File: src/rtl/noc_pkg.sv
// Shared flit format, type codes and injector state encoding for the local injector.
// Head flits are built from bit positions, body/tail flits from the flit_t view.
package noc_pkg;

    localparam int FLIT_W    = 17;
    localparam int PL_W      = 14;
    localparam int ID_W      = 4;
    localparam int LEN_W     = 2;

    localparam int VALID_BIT = 16;
    localparam int TYPE_LSB  = 14;
    localparam int DEST_LSB  = 10;
    localparam int SRC_LSB   = 6;
    localparam int LEN_LSB   = 4;

    typedef enum logic [1:0] {
        FLIT_NONE = 2'b00,
        FLIT_HEAD = 2'b01,
        FLIT_BODY = 2'b10,
        FLIT_TAIL = 2'b11
    } flit_type_t;

    typedef struct packed {
        logic             valid;
        flit_type_t       ftype;
        logic [PL_W-1:0]  payload;
    } flit_t;

    typedef enum logic [1:0] {
        ST_IDLE = 2'b00,
        ST_HEAD = 2'b01,
        ST_BODY = 2'b10
    } inj_state_t;

    localparam flit_t IDLE_FLIT = '0;

    function automatic flit_t make_head(input logic [ID_W-1:0]  dest,
                                        input logic [ID_W-1:0]  src,
                                        input logic [LEN_W-1:0] len);
        logic [FLIT_W-1:0] f;
        f = '0;
        f[VALID_BIT]             = 1'b1;
        f[TYPE_LSB +: 2]         = FLIT_HEAD;
        f[DEST_LSB +: ID_W]      = dest;
        f[SRC_LSB +: ID_W]       = src;
        f[LEN_LSB +: LEN_W]      = len;
        return flit_t'(f);
    endfunction

    function automatic flit_t make_body(input logic            last,
                                        input logic [PL_W-1:0] word);
        flit_t f;
        f.valid   = 1'b1;
        f.ftype   = last ? FLIT_TAIL : FLIT_BODY;
        f.payload = word;
        return f;
    endfunction

endpackage

File: src/rtl/local_injector_payload_fifo.sv
// Synchronous payload FIFO; pointers carry one extra wrap bit so full and empty
// are distinguished without a separate occupancy counter.
module payload_fifo #(
    parameter int DEPTH = 4,
    parameter int WIDTH = 14
) (
    input  logic             clk,
    input  logic             rst,
    input  logic             push,
    input  logic [WIDTH-1:0] wdata,
    input  logic             pop,
    output logic [WIDTH-1:0] rdata,
    output logic             full,
    output logic             empty
);

    localparam int AW = $clog2(DEPTH);

    logic [AW:0]      wr_ptr;
    logic [AW:0]      rd_ptr;
    logic [WIDTH-1:0] mem [DEPTH];
    logic             push_ok;
    logic             pop_ok;

    // Guard both ports so a stray request can never corrupt the pointers.
    assign push_ok = push && !full;
    assign pop_ok  = pop && !empty;

    assign empty = (wr_ptr == rd_ptr);
    assign full  = (wr_ptr[AW] != rd_ptr[AW]) &&
                   (wr_ptr[AW-1:0] == rd_ptr[AW-1:0]);
    assign rdata = mem[rd_ptr[AW-1:0]];

    always_ff @(posedge clk) begin
        if (rst) begin
            wr_ptr <= '0;
            rd_ptr <= '0;
        end else begin
            if (push_ok) begin
                wr_ptr <= wr_ptr + {{AW{1'b0}}, 1'b1};
            end
            if (pop_ok) begin
                rd_ptr <= rd_ptr + {{AW{1'b0}}, 1'b1};
            end
        end
    end

    always_ff @(posedge clk) begin
        if (push_ok) begin
            mem[wr_ptr[AW-1:0]] <= wdata;
        end
    end

endmodule

File: src/rtl/local_injector.sv
// Packetizes core requests and payload words into head/body/tail flits for a
// router local port, emitting a flit only in cycles where the router has credit.
module local_injector
    import noc_pkg::*;
#(
    parameter logic [ID_W-1:0] SRC_ID     = 4'd13,
    parameter int              FIFO_DEPTH = 4
) (
    input  logic              clk,
    input  logic              rst,
    input  logic              req_valid_i,
    input  logic [ID_W-1:0]   req_dest_i,
    input  logic [LEN_W-1:0]  req_len_i,
    output logic              req_ready_o,
    input  logic              pl_valid_i,
    input  logic [PL_W-1:0]   pl_data_i,
    output logic              pl_ready_o,
    input  logic              local_full_i,
    output logic [FLIT_W-1:0] local_data_o,
    output logic              busy_o,
    output logic [7:0]        pkt_count_o
);

    // Handshake: a request transfers on a cycle with req_valid_i && req_ready_o,
    // a payload word on pl_valid_i && pl_ready_o; a flit transfers whenever
    // local_data_o[16] is set, which only happens while local_full_i is low.

    inj_state_t       state_q, state_d;
    logic [ID_W-1:0]  dest_q, dest_d;
    logic [LEN_W-1:0] len_q, len_d;
    logic [2:0]       body_left_q, body_left_d;
    logic [7:0]       pkt_count_q, pkt_count_d;

    logic             fifo_full;
    logic             fifo_empty;
    logic [PL_W-1:0]  fifo_head;
    logic             fifo_push;
    logic             fifo_pop;
    logic             tail_sent;
    logic             req_ready;
    flit_t            flit;

    assign fifo_push = pl_valid_i && !fifo_full;

    payload_fifo #(
        .DEPTH (FIFO_DEPTH),
        .WIDTH (PL_W)
    ) u_fifo (
        .clk   (clk),
        .rst   (rst),
        .push  (fifo_push),
        .wdata (pl_data_i),
        .pop   (fifo_pop),
        .rdata (fifo_head),
        .full  (fifo_full),
        .empty (fifo_empty)
    );

    always_ff @(posedge clk) begin
        if (rst) begin
            state_q     <= ST_IDLE;
            dest_q      <= '0;
            len_q       <= '0;
            body_left_q <= '0;
            pkt_count_q <= '0;
        end else begin
            state_q     <= state_d;
            dest_q      <= dest_d;
            len_q       <= len_d;
            body_left_q <= body_left_d;
            pkt_count_q <= pkt_count_d;
        end
    end

    always_comb begin
        state_d     = state_q;
        dest_d      = dest_q;
        len_d       = len_q;
        body_left_d = body_left_q;
        req_ready   = 1'b0;
        fifo_pop    = 1'b0;
        tail_sent   = 1'b0;
        flit        = IDLE_FLIT;

        unique case (state_q)
            ST_IDLE: begin
                req_ready = 1'b1;
                if (req_valid_i) begin
                    dest_d      = req_dest_i;
                    len_d       = req_len_i;
                    body_left_d = {1'b0, req_len_i} + 3'd1;
                    state_d     = ST_HEAD;
                end
            end
            ST_HEAD: begin
                if (!local_full_i) begin
                    flit    = make_head(dest_q, SRC_ID, len_q);
                    state_d = ST_BODY;
                end
            end
            ST_BODY: begin
                // A body flit needs both a buffered word and router credit.
                if (!fifo_empty && !local_full_i) begin
                    fifo_pop    = 1'b1;
                    flit        = make_body(body_left_q == 3'd1, fifo_head);
                    body_left_d = body_left_q - 3'd1;
                    if (body_left_q == 3'd1) begin
                        tail_sent = 1'b1;
                        state_d   = ST_IDLE;
                    end
                end
            end
            default: begin
                state_d = ST_IDLE;
            end
        endcase

        pkt_count_d = pkt_count_q + {7'd0, tail_sent};
    end

    assign req_ready_o  = req_ready;
    assign pl_ready_o   = !fifo_full;
    assign local_data_o = flit;
    assign busy_o       = (state_q != ST_IDLE);
    assign pkt_count_o  = pkt_count_q;

endmodule

File: config.mk
export PLATFORM = sky130hd
export DESIGN_NAME = local_injector
export DESIGN_NICKNAME = d
export VERILOG_FILES = /design/src/rtl/noc_pkg.sv /design/src/rtl/local_injector_payload_fifo.sv /design/src/rtl/local_injector.sv
export SDC_FILE = /design/constraint.sdc
export NUM_CORES = 1
export LEC_CHECK = 0
export CAP_MARGIN = 10
export CORE_AREA = 2 2 69 104
export CTS_BUF_LIST = sky130_fd_sc_hd__clkbuf_2
export DETAILED_ROUTE_END_ITERATION = 16
export DIE_AREA = 0 0 71 106
export GPL_TIMING_DRIVEN = 0
export PLACE_DENSITY = 0.8
export SLEW_MARGIN = 25
export SYNTH_ARGS = -nofsm -noshare
export SYNTH_HDL_FRONTEND = slang
export SYNTH_SLANG_ARGS = --single-unit
File: constraint.sdc
create_clock -name clk -period 3.2 [get_ports clk]
set_input_delay 0.48 -clock clk [delete_from_list [all_inputs] [get_ports clk]]
set_output_delay 0.48 -clock clk [all_outputs]
set_load 0.01 [all_outputs]
==> qor.csv, run 1 <==
stage,metric,value,unit
status,status,finished clean,
critical_path,cp_top_family,buffers and inverters,
cells_and_area,diodes,0,
logic_synthesis,synth_area,0.00359,mm^2
critical_path,r2r_slack,1160,ps
sta,relSlewSlack,0.499,
route,dr.pass1.iters,4,
critical_path,worstPathArrival,2630,ps
route,via_per_inst,5.62,
critical_path,worstReg2RegStart,u_fifo.wr_ptr[2],
sta,tightest_slew,752,ps
die,die_height,106,um
critical_path,critPathLaunchType,flip-flop,
die,boundaryPins,53,
route,initialDrtViolationCount,108,
power_and_ir_drop,ir_worst_vdd,469,uV
cells_and_area,final_cell_count_no_fill,391,
critical_path,worstPathCellList,clkbuf_1 > mux4_2 > a21o_1 > clkdlybuf4s50_1,
place,placedCellCount,376,
global_routing,antenna_found_initial,0,
critical_path,timing.rr.end,u_fifo.mem[0][9],
die,initial_core_util,0.534,
logic_synthesis,avgSynthCellArea,14.5,um^2
sta,fin_crit_sh,0.973,
clock_tree,cts_max_level,3,
sta,period_needed,3110,ps
logic_synthesis,synth_nets,286,
place,place.port_buffers,50,
clock_tree,clk-insertion-delay-late,530,ps
global_routing,first_global_vias,2270,
critical_path,r2r_cells,3,
clock_tree,ctsLongestPathBuffers,2,
place,globalplace.congestion,0.885,
critical_path,crit_path_end_kind,primary output,
critical_path,critPathBufInv,2,
global_routing,grtUsageTotal,0.190,
sta,slew_violations,0,
logic_synthesis,synth_warnings,0,
logic_synthesis,synth_cell_types,42,
cells_and_area,nFillCells,497,
clock_tree,post_cts_buffers,0,
die,dieArea,0.00753,mm^2
die,fp.dieW,71,um
clock_tree,cts_tree,done,
cells_and_area,final_nets,346,
sta,skew,14.3,ps
route,routedWlPerCell,16.8,um
critical_path,critPathMaxStageDelay,540,ps
critical_path,cp_max_fo,10,
logic_synthesis,synth_edf_count,56,
die,rows,37,
cells_and_area,multi_input_area,0.00129,mm^2
critical_path,crit_type,flip-flop to primary output,
cells_and_area,syn2layout_area_growth,20.8,%
power_and_ir_drop,p_per_area,537,mW/mm^2
critical_path,crit_end,local_data_o[9],
critical_path,slowest_stage,clkbuf_1,
logic_synthesis,seq_area_frac_synth,0.619,
route,postRouteWirelength,6550,um
logic_synthesis,synthCells,248,
route,vias,2199,
sta,setup_viol,0,
logic_synthesis,ys.flop_type,edfxtp_1,
place,hpwl,4640,um
clock_tree,clock_sinks,83,
power_and_ir_drop,total_power,0.00233,W
sta,finalHoldViolCount,0,
cells_and_area,register_area,0.00223,mm^2
logic_synthesis,ys_ff_latch,83,
clock_tree,cts_root_buf,clkbuf_2,
clock_tree,cts_buffers,9,
clock_tree,path_clk_slew,220,ps
sta,rsz0062_at_grt,false,
critical_path,crit_required,2720,ps
global_routing,overflow,0,
cells_and_area,drive_gt1_frac,0.160,
die,coreArea,0.00671,mm^2
run,maxCapViolations,0,
global_routing,grt_pass1_wl,10900,um
sta,fmax,321,MHz
sta,fin_ws,85.3,ps
route,drcViolationCount,0,
power_and_ir_drop,p_leak,1.53,nW
route,antenna_left,0,
logic_synthesis,async_reset_ff_frac,0,
sta,setup-tns-final,0,ps
global_routing,grt_max_degree,16,
min_path,holdCritPathClass,primary input to flip-flop,
place,dp_slack,89.2,ps
critical_path,cp.depth,4,
## how the worst min path moves through the flow
| stage | end | depth (start not counted) | slack, ps | startpoint |
|---|---|---|---|---|
| detailed placement | dest_q[3] | 2 | 450 | dest_q[3] |
| finish | pkt_count_o[1] | 2 | 150 | rst |
| floorplan | dest_q[3] | 2 | 440 | dest_q[3] |
| CTS | pkt_count_o[1] | 2 | 120 | rst |
| global route | pkt_count_o[1] | 2 | 140 | rst |
| global placement | dest_q[0] | 2 | 440 | dest_q[0] |
## area by class of cell
cell class	count	share of cell area
timing repair buffer	50	0.116
inverter	10	0.00866
clock buffer	9	0.0104
clock inverter	7	0.0173
sequential	83	0.514
multi-input combinational	144	0.298
buffer	10	0.0136
tap	78	0.0225
## cell usage in the layout (no fill, tap or decap), types with 2 or more instances in the layout
cell type / instances
a21o_1: 3
a21oi_1: 9
a22o_1: 6
and2_1: 8
and3_1: 3
buf_2: 2
buf_4: 3
clkbuf_1: 3
clkbuf_2: 9
clkbuf_4: 2
clkdlybuf4s50_1: 50
clkinvlp_4: 2
dfxtp_1: 23
dfxtp_2: 4
edfxtp_1: 56
ha_1: 13
inv_1: 10
inv_6: 2
mux2i_1: 3
mux4_2: 14
nand2_1: 10
nand2b_1: 7
nand3_1: 14
nor2_1: 13
nor2b_1: 2
nor3_1: 3
o21ai_0: 2
xnor2_1: 6
xor2_1: 6
xor2_2: 2
## power breakdown
part | internal (W) | switching (W) | total, W
logic | 0.000240 | 0.000264 | 0.000504
clock network | 0.000184 | 0.000369 | 0.000554
registers | 0.00123 | 0.0000412 | 0.00127
total | 0.00165 | 0.000675 | 0.00233
## flip-flops by register name, indices dropped and copies added (netlist names), named ones only
| signal | count |
|---|---|
| pkt_count_o | 8 |
| u_fifo.rd_ptr | 3 |
| len_q | 2 |
| u_fifo.wr_ptr | 3 |
| body_left_q | 3 |
| state_q | 2 |
| dest_q | 4 |
| u_fifo.mem | 56 |
## layer usage
metal  share of wire  track usage  up-vias
met5               0            0        -
met1            0.41        0.222     1096
met4           0.020       0.0768        0
li1                -            -     1042
met3           0.033       0.0389       11
met2            0.54        0.335       50
## per-stage QoR
stage / instance area, um^2 / hold slack [ps] / utilization
3_5_place_dp: 4190 / 452 / 0.623
4_1_cts: 4320 / 118 / 0.644
5_1_grt: 4330 / 140 / 0.645
3_3_place_gp: 4190 / 445 / 0.623
6_report: 4330 / 148 / 0.645
2_1_floorplan: 3590 / 436 / -
## Yosys cell counts (all sizes together), types with 2 or more instances
master  instances  area share
nand2b          7       0.012
a21oi           9       0.013
nand2          10       0.010
and3            3      0.0052
nand3          14       0.020
buf             6       0.010
edfxtp         56        0.47
mux2i           3      0.0084
mux4           14       0.088
nor2           13       0.014
clkbuf          5      0.0063
nor3            3      0.0042
ha             13       0.045
dfxtp          27        0.15
inv            10       0.010
a311oi          2      0.0098
nor2b           4      0.0077
and2            9       0.016
a22o            6       0.015
xnor2           7       0.019
xor2            8       0.020
o21ai           2      0.0028
a21o            3      0.0063
## cell families after synthesis
family | Yosys count | share of synthesized area
xor gates and xnor gates | 15 | 0.0387
adders and majority gates | 13 | 0.0453
AOI/OAI and AO/OA | 35 | 0.0823
buffers and inverters | 21 | 0.0272
muxes | 17 | 0.0963
and+or+nand+nor | 64 | 0.0907
DFF | 83 | 0.619
## timing repair
action | 4_1_cts | 5_1_grt
endpoints found under the setup margin | 15 | 13
gates resized for setup | 4 | 6
hold buffers | 0 | 0
Note: power is estimated with default switching activity, not from simulation.
==> run 2, diff against run 1 <==
- CORE_AREA: 2 2 69 104 -> 2 2 67 100
- DIE_AREA: 0 0 71 106 -> 0 0 69 102
- PLACE_DENSITY: 0.8 -> 0.85
==> run 2 against run 1 <==
  * Clock skew rose by 1.6 ps
  * Sequential share of layout area down 0.69 points
  * Global-route usage up 1.6 points
  * Power rose by 5.3%
  * First-iteration DRC count is 8.3% higher
  * Critical path type unchanged
  * Sequential cell count is the same
  * Clock power increased by 19%
==> qor.csv, run 2 (synthesis results as in run 1) <==
stage,metric,value,unit,change
route,drcViolationCount,0,,unchanged
clock_tree,clk-insertion-delay-late,550,ps,was 530 ps
global_routing,first_global_vias,2252,,was 2270
critical_path,critPathLaunchType,flip-flop,,unchanged
die,fp.dieW,69,um,was 71 um
min_path,holdCritPathClass,primary input to flip-flop,,unchanged
sta,fmax,328,MHz,was 321 MHz
sta,fin_crit_sh,0.952,,was 0.973
global_routing,grt_pass1_wl,10800,um,was 10900 um
route,routedWlPerCell,17.8,um,was 16.8 um
critical_path,startpoint,state_q[0],,
critical_path,worstPathArrival,2570,ps,was 2630 ps
sta,tightest_slew,773,ps,was 752 ps
clock_tree,path_clk_slew,240,ps,was 220 ps
place,place.port_buffers,50,,unchanged
sta,setup-tns-final,0,ps,unchanged
cells_and_area,register_area,0.00223,mm^2,unchanged
sta,period_needed,3050,ps,was 3110 ps
min_path,whs_path_depth,2,,unchanged
cells_and_area,drive_gt1_frac,0.175,,was 0.160
cells_and_area,syn2layout_area_growth,22.4,%,was 20.8%
die,initial_core_util,0.585,,was 0.534
sta,whs,126,ps,was 148 ps
global_routing,grt_max_degree,17,,was 16
sta,relSlewSlack,0.484,,was 0.499
critical_path,crit_path_end_kind,primary output,,unchanged
route,initialDrtViolationCount,117,,was 108
clock_tree,clock_sinks,83,,unchanged
min_path,hp-start,rst,,unchanged
sta,fin_ws,154,ps,was 85.3 ps
route,antenna_left,0,,unchanged
route,dr.pass1.iters,4,,unchanged
route,postRouteWirelength,6920,um,was 6550 um
clock_tree,holdBufCountCts,0,,unchanged
cells_and_area,final_area,0.00439,mm^2,was 0.00433 mm^2
place,post_dp_cell_area,0.00418,mm^2,was 0.00419 mm^2
power_and_ir_drop,p_leak,1.56,nW,was 1.53 nW
sta,setup_viol,0,,unchanged
cells_and_area,largest_reg_flops,56,,unchanged
sta,slew_violations,0,,unchanged
die,coreArea,0.00613,mm^2,was 0.00671 mm^2
sta,skew,15.9,ps,was 14.3 ps
global_routing,grtUsageTotal,0.205,,was 0.190
critical_path,r2r_cells,3,,unchanged
critical_path,r2r_slack,1120,ps,was 1160 ps
critical_path,crit_required,2720,ps,about the same
status,status,finished clean,,unchanged
die,boundaryPins,53,,unchanged
sta,rsz0062_at_grt,false,,unchanged
critical_path,worstPathCellList,inv_1 > ha_1 > nor2b_2 > nor2b_4 > buf_6 > and2_1 > clkdlybuf4s50_1,,was clkbuf_1 > mux4_2 > a21o_1 > clkdlybuf4s50_1
place,globalplace.congestion,0.797,,was 0.885
critical_path,critPathBufInv,3,,was 2
cells_and_area,multi_input_area,0.00130,mm^2,was 0.00129 mm^2
power_and_ir_drop,ir_worst_vdd,416,uV,was 469 uV
cells_and_area,final_common_cell,edfxtp_1,,unchanged
place,hpwl,4640,um,about the same
min_path,min_to,pkt_count_o[1],,unchanged
die,die_height,102,um,was 106 um
global_routing,overflow,0,,unchanged
clock_tree,ctsLongestPathBuffers,2,,unchanged
die,rows,35,,was 37
critical_path,cp_max_fo,10,,unchanged
critical_path,worstReg2RegStart,u_fifo.wr_ptr[2],,unchanged
global_routing,antenna_found_initial,0,,unchanged
critical_path,critPathMaxStageDelay,560,ps,was 540 ps
cells_and_area,nFillCells,417,,was 497
critical_path,crit_type,flip-flop to primary output,,unchanged
die,dieArea,0.00704,mm^2,was 0.00753 mm^2
clock_tree,cts_max_level,3,,unchanged
cells_and_area,final_nets,348,,was 346
clock_tree,cts_root_buf,clkbuf_2,,unchanged
run,maxCapViolations,0,,unchanged
clock_tree,cts_buffers,9,,unchanged
place,dp_slack,95.0,ps,was 89.2 ps
clock_tree,cts_tree,done,,unchanged
route,vias,2235,,was 2199
cells_and_area,diodes,0,,unchanged
critical_path,timing.rr.end,u_fifo.mem[0][3],,was u_fifo.mem[0][9]
cells_and_area,postLayoutCoreUtil,0.716,,was 0.645
route,via_per_inst,5.75,,was 5.62
power_and_ir_drop,p_per_area,558,mW/mm^2,was 537 mW/mm^2
cells_and_area,final_cell_mix,"edfxtp_1 (56), clkdlybuf4s50_1 (50), dfxtp_1 (23)",,unchanged
sta,finalHoldViolCount,0,,unchanged
critical_path,cp_top_family,buffers and inverters,,unchanged
critical_path,slowest_stage,clkdlybuf4s50_1,,was clkbuf_1
## run 2: per-stage QoR
step                      cells  power [W]
after floorplan             248    0.00161
final                       389    0.00245
after CTS                   387    0.00245
after detailed placement    372    0.00179
after global placement      372    0.00177
after global routing        389    0.00256
## run 2: timing repair
item                                    in CTS  in global routing
pin swaps                                    0                  1
gates resized for setup                      6                  8
setup buffers                                0                  2
endpoints found under the setup margin      15                 10
## run 2: worst max path at each step
stage                     slack [ps]  depth (start not counted)                to
final                            150                          7   local_data_o[3]
after global routing               4                          7   local_data_o[3]
after CTS                          3                          7   local_data_o[3]
after detailed placement          90                          6   local_data_o[4]
after global placement           120                          6   local_data_o[4]
after floorplan                 1220                          4  local_data_o[12]
## run 2: report_power, final
part | internal [W] | switching [W]
combinational | 0.000243 | 0.000277
sequential | 0.00123 | 0.0000434
clock | 0.000274 | 0.000385
## run 2: layout make-up
type	instances	area share
Inverter	10	0.00855
Clock inverter	7	0.0245
Timing Repair Buffer	52	0.117
Sequential cell	83	0.507
Buffer	10	0.0154
Multi-Input combinational cell	144	0.296
Clock buffer	9	0.0103
Tap cell	74	0.0211
## run 2: per-layer routing
metal / track usage / routed length [um] / vias up
met5: 0 / 0 / -
met3: 0.0325 / 221 / 13
met2: 0.380 / 3900 / 54
met4: 0.118 / 140 / 0
li1: - / - / 1042
met1: 0.222 / 2650 / 1126
==> run 3, diff against run 2 <==
- CORE_AREA: 2 2 67 100 -> 2 2 68 102
- CTS_BUF_LIST: sky130_fd_sc_hd__clkbuf_2 -> default
- DIE_AREA: 0 0 69 102 -> 0 0 70 104
- PLACE_DENSITY: 0.85 -> 0.82
==> run 3 against run 2 <==
  * Clock skew decreased by 5.3 ps
  * Clock-buffer cell count stayed put
  * Routed wire length is 1.2% lower
  * Largest cell class unchanged
==> qor.csv, run 3 (synthesis results as in run 1) <==
stage,metric,value,unit,change
power_and_ir_drop,p_leak,1.57,nW,was 1.56 nW
clock_tree,clk-insertion-delay-late,360,ps,was 550 ps
global_routing,antenna_found_initial,0,,unchanged
power_and_ir_drop,p_per_area,590,mW/mm^2,was 558 mW/mm^2
sta,setup_viol,0,,unchanged
critical_path,slowest_stage,clkdlybuf4s50_1,,unchanged
sta,rsz0062_at_grt,false,,unchanged
die,fp.dieW,70,um,was 69 um
critical_path,critPathBufInv,2,,was 3
cells_and_area,nFillCells,467,,was 417
global_routing,grt_max_degree,16,,was 17
critical_path,crit_path_end_kind,primary output,,unchanged
critical_path,critPathLaunchType,flip-flop,,unchanged
route,via_per_inst,5.73,,was 5.75
cells_and_area,largest_reg_flops,56,,unchanged
sta,fmax,325,MHz,was 328 MHz
critical_path,startpoint,u_fifo.wr_ptr[1],,was state_q[0]
critical_path,cp_max_fo,10,,unchanged
clock_tree,path_clk_slew,90,ps,was 240 ps
route,postRouteWirelength,6830,um,was 6920 um
power_and_ir_drop,ir_worst_vdd,531,uV,was 416 uV
critical_path,cp_top_family,buffers and inverters,,unchanged
min_path,holdCritPathClass,primary input to flip-flop,,unchanged
sta,setup-tns-final,0,ps,unchanged
place,place.port_buffers,50,,unchanged
sta,finalHoldViolCount,0,,unchanged
cells_and_area,final_cell_count_no_fill,389,,unchanged
place,globalplace.congestion,0.802,,was 0.797
cells_and_area,final_common_cell,edfxtp_1,,unchanged
sta,skew,10.6,ps,was 15.9 ps
cells_and_area,final_cell_mix,"edfxtp_1 (56), clkdlybuf4s50_1 (50), dfxtp_1 (27)",,"was edfxtp_1 (56), clkdlybuf4s50_1 (50), dfxtp_1 (23)"
route,vias,2228,,was 2235
sta,fin_crit_sh,0.961,,was 0.952
place,placedCellCount,374,,was 372
critical_path,critPathMaxStageDelay,540,ps,was 560 ps
clock_tree,cts_root_buf,clkbuf_8,,was clkbuf_2
clock_tree,cts_tree,done,,unchanged
critical_path,worstPathCellList,xor2_1 > o31ai_4 > nor2b_2 > buf_4 > and2_1 > clkdlybuf4s50_1,,was inv_1 > ha_1 > nor2b_2 > nor2b_4 > buf_6 > and2_1 > clkdlybuf4s50_1
critical_path,crit_required,2720,ps,about the same
cells_and_area,drive_gt1_frac,0.137,,was 0.175
min_path,hp-start,rst,,unchanged
critical_path,worstPathArrival,2590,ps,was 2570 ps
clock_tree,ctsLongestPathBuffers,2,,unchanged
clock_tree,cts_max_level,3,,unchanged
sta,relSlewSlack,0.522,,was 0.484
global_routing,grt_pass1_wl,11300,um,was 10800 um
sta,whs,358,ps,was 126 ps
clock_tree,cts_resized,0,,was 6
route,drcViolationCount,0,,unchanged
sta,slew_violations,0,,unchanged
critical_path,crit_type,flip-flop to primary output,,unchanged
cells_and_area,postLayoutCoreUtil,0.689,,was 0.716
global_routing,overflow,0,,unchanged
clock_tree,clock_sinks,83,,unchanged
global_routing,first_global_vias,2333,,was 2252
die,initial_core_util,0.561,,was 0.585
sta,tightest_slew,717,ps,was 773 ps
cells_and_area,final_nets,346,,was 348
die,rows,36,,was 35
run,maxCapViolations,0,,unchanged
route,routedWlPerCell,17.6,um,was 17.8 um
cells_and_area,diodes,0,,unchanged
status,status,finished clean,,unchanged
place,hpwl,4740,um,was 4640 um
cells_and_area,syn2layout_area_growth,22.8,%,was 22.4%
die,dieArea,0.00728,mm^2,was 0.00704 mm^2
die,boundaryPins,53,,unchanged
clock_tree,cts_buffers,9,,unchanged
die,coreArea,0.00640,mm^2,was 0.00613 mm^2
route,dr.pass1.iters,4,,unchanged
critical_path,worstReg2RegStart,u_fifo.wr_ptr[1],,was u_fifo.wr_ptr[2]
sta,period_needed,3070,ps,was 3050 ps
route,antenna_left,0,,unchanged
die,die_height,104,um,was 102 um
route,initialDrtViolationCount,126,,was 117
global_routing,grtUsageTotal,0.203,,was 0.205
==> run 3: changes by cell type in the layout (fill, tap and decap cells not counted), moves of 2 or more <==
cell / delta
buf_6: -2
clkbuf_2: -10
clkbuf_8: +9
dfxtp_1: +4
dfxtp_2: -4
inv_8: -2
xor2_1: +3
xor2_2: -3
==> run 3: cell type report <==
cell class	instances	area [um^2]	share of cell area
repair buffers	50	500	0.114
clock inverters	7	101	0.0230
plain buffers	10	56.3	0.0128
clock buffers	9	124	0.0281
inverters	10	37.5	0.00852
well taps	76	95.1	0.0216
multi-input cells	144	1270	0.288
flip-flops and latches	83	2220	0.505
==> run 3: per-layer routing <==
metal | GRT usage | share of wire
met1 | 0.234 | 0.39
met2 | 0.353 | 0.53
met3 | 0.0407 | 0.050
met4 | 0.106 | 0.030
met5 | 0 | 0
==> run 3: through the flow <==
step           setup WS [ps]  cell area, um^2  total power (W)
3_5_place_dp            33.6             4180          0.00180
4_1_cts                 36.9             4410          0.00261
6_report                 126             4400          0.00260
2_1_floorplan           1220             3590          0.00161
5_1_grt                 12.3             4400          0.00272
3_3_place_gp            63.9             4180          0.00177
==> run 3: final timing paths <==
kind	depth (start not counted)	slack, ps	end
setup / recovery	6	130	local_data_o[7]
hold / removal	2	360	pkt_count_o[1]
hold reg to reg	2	460	dest_q[1]
setup reg to reg	3	990	u_fifo.mem[1][11]
==> run 3: where the power goes <==
| group | internal [W] | total, W | switching (W) |
|---|---|---|---|
| Combinational | 0.000233 | 0.000502 | 0.000270 |
| Sequential | 0.00122 | 0.00127 | 0.0000407 |
| Clock | 0.000444 | 0.000832 | 0.000387 |
| Total | 0.00190 | 0.00260 | 0.000698 |
==> run 3: repair_timing <==
action	4_1_cts	5_1_grt
endpoints found under the setup margin	0	7
buffers inserted	0	0
hold buffers	0	0
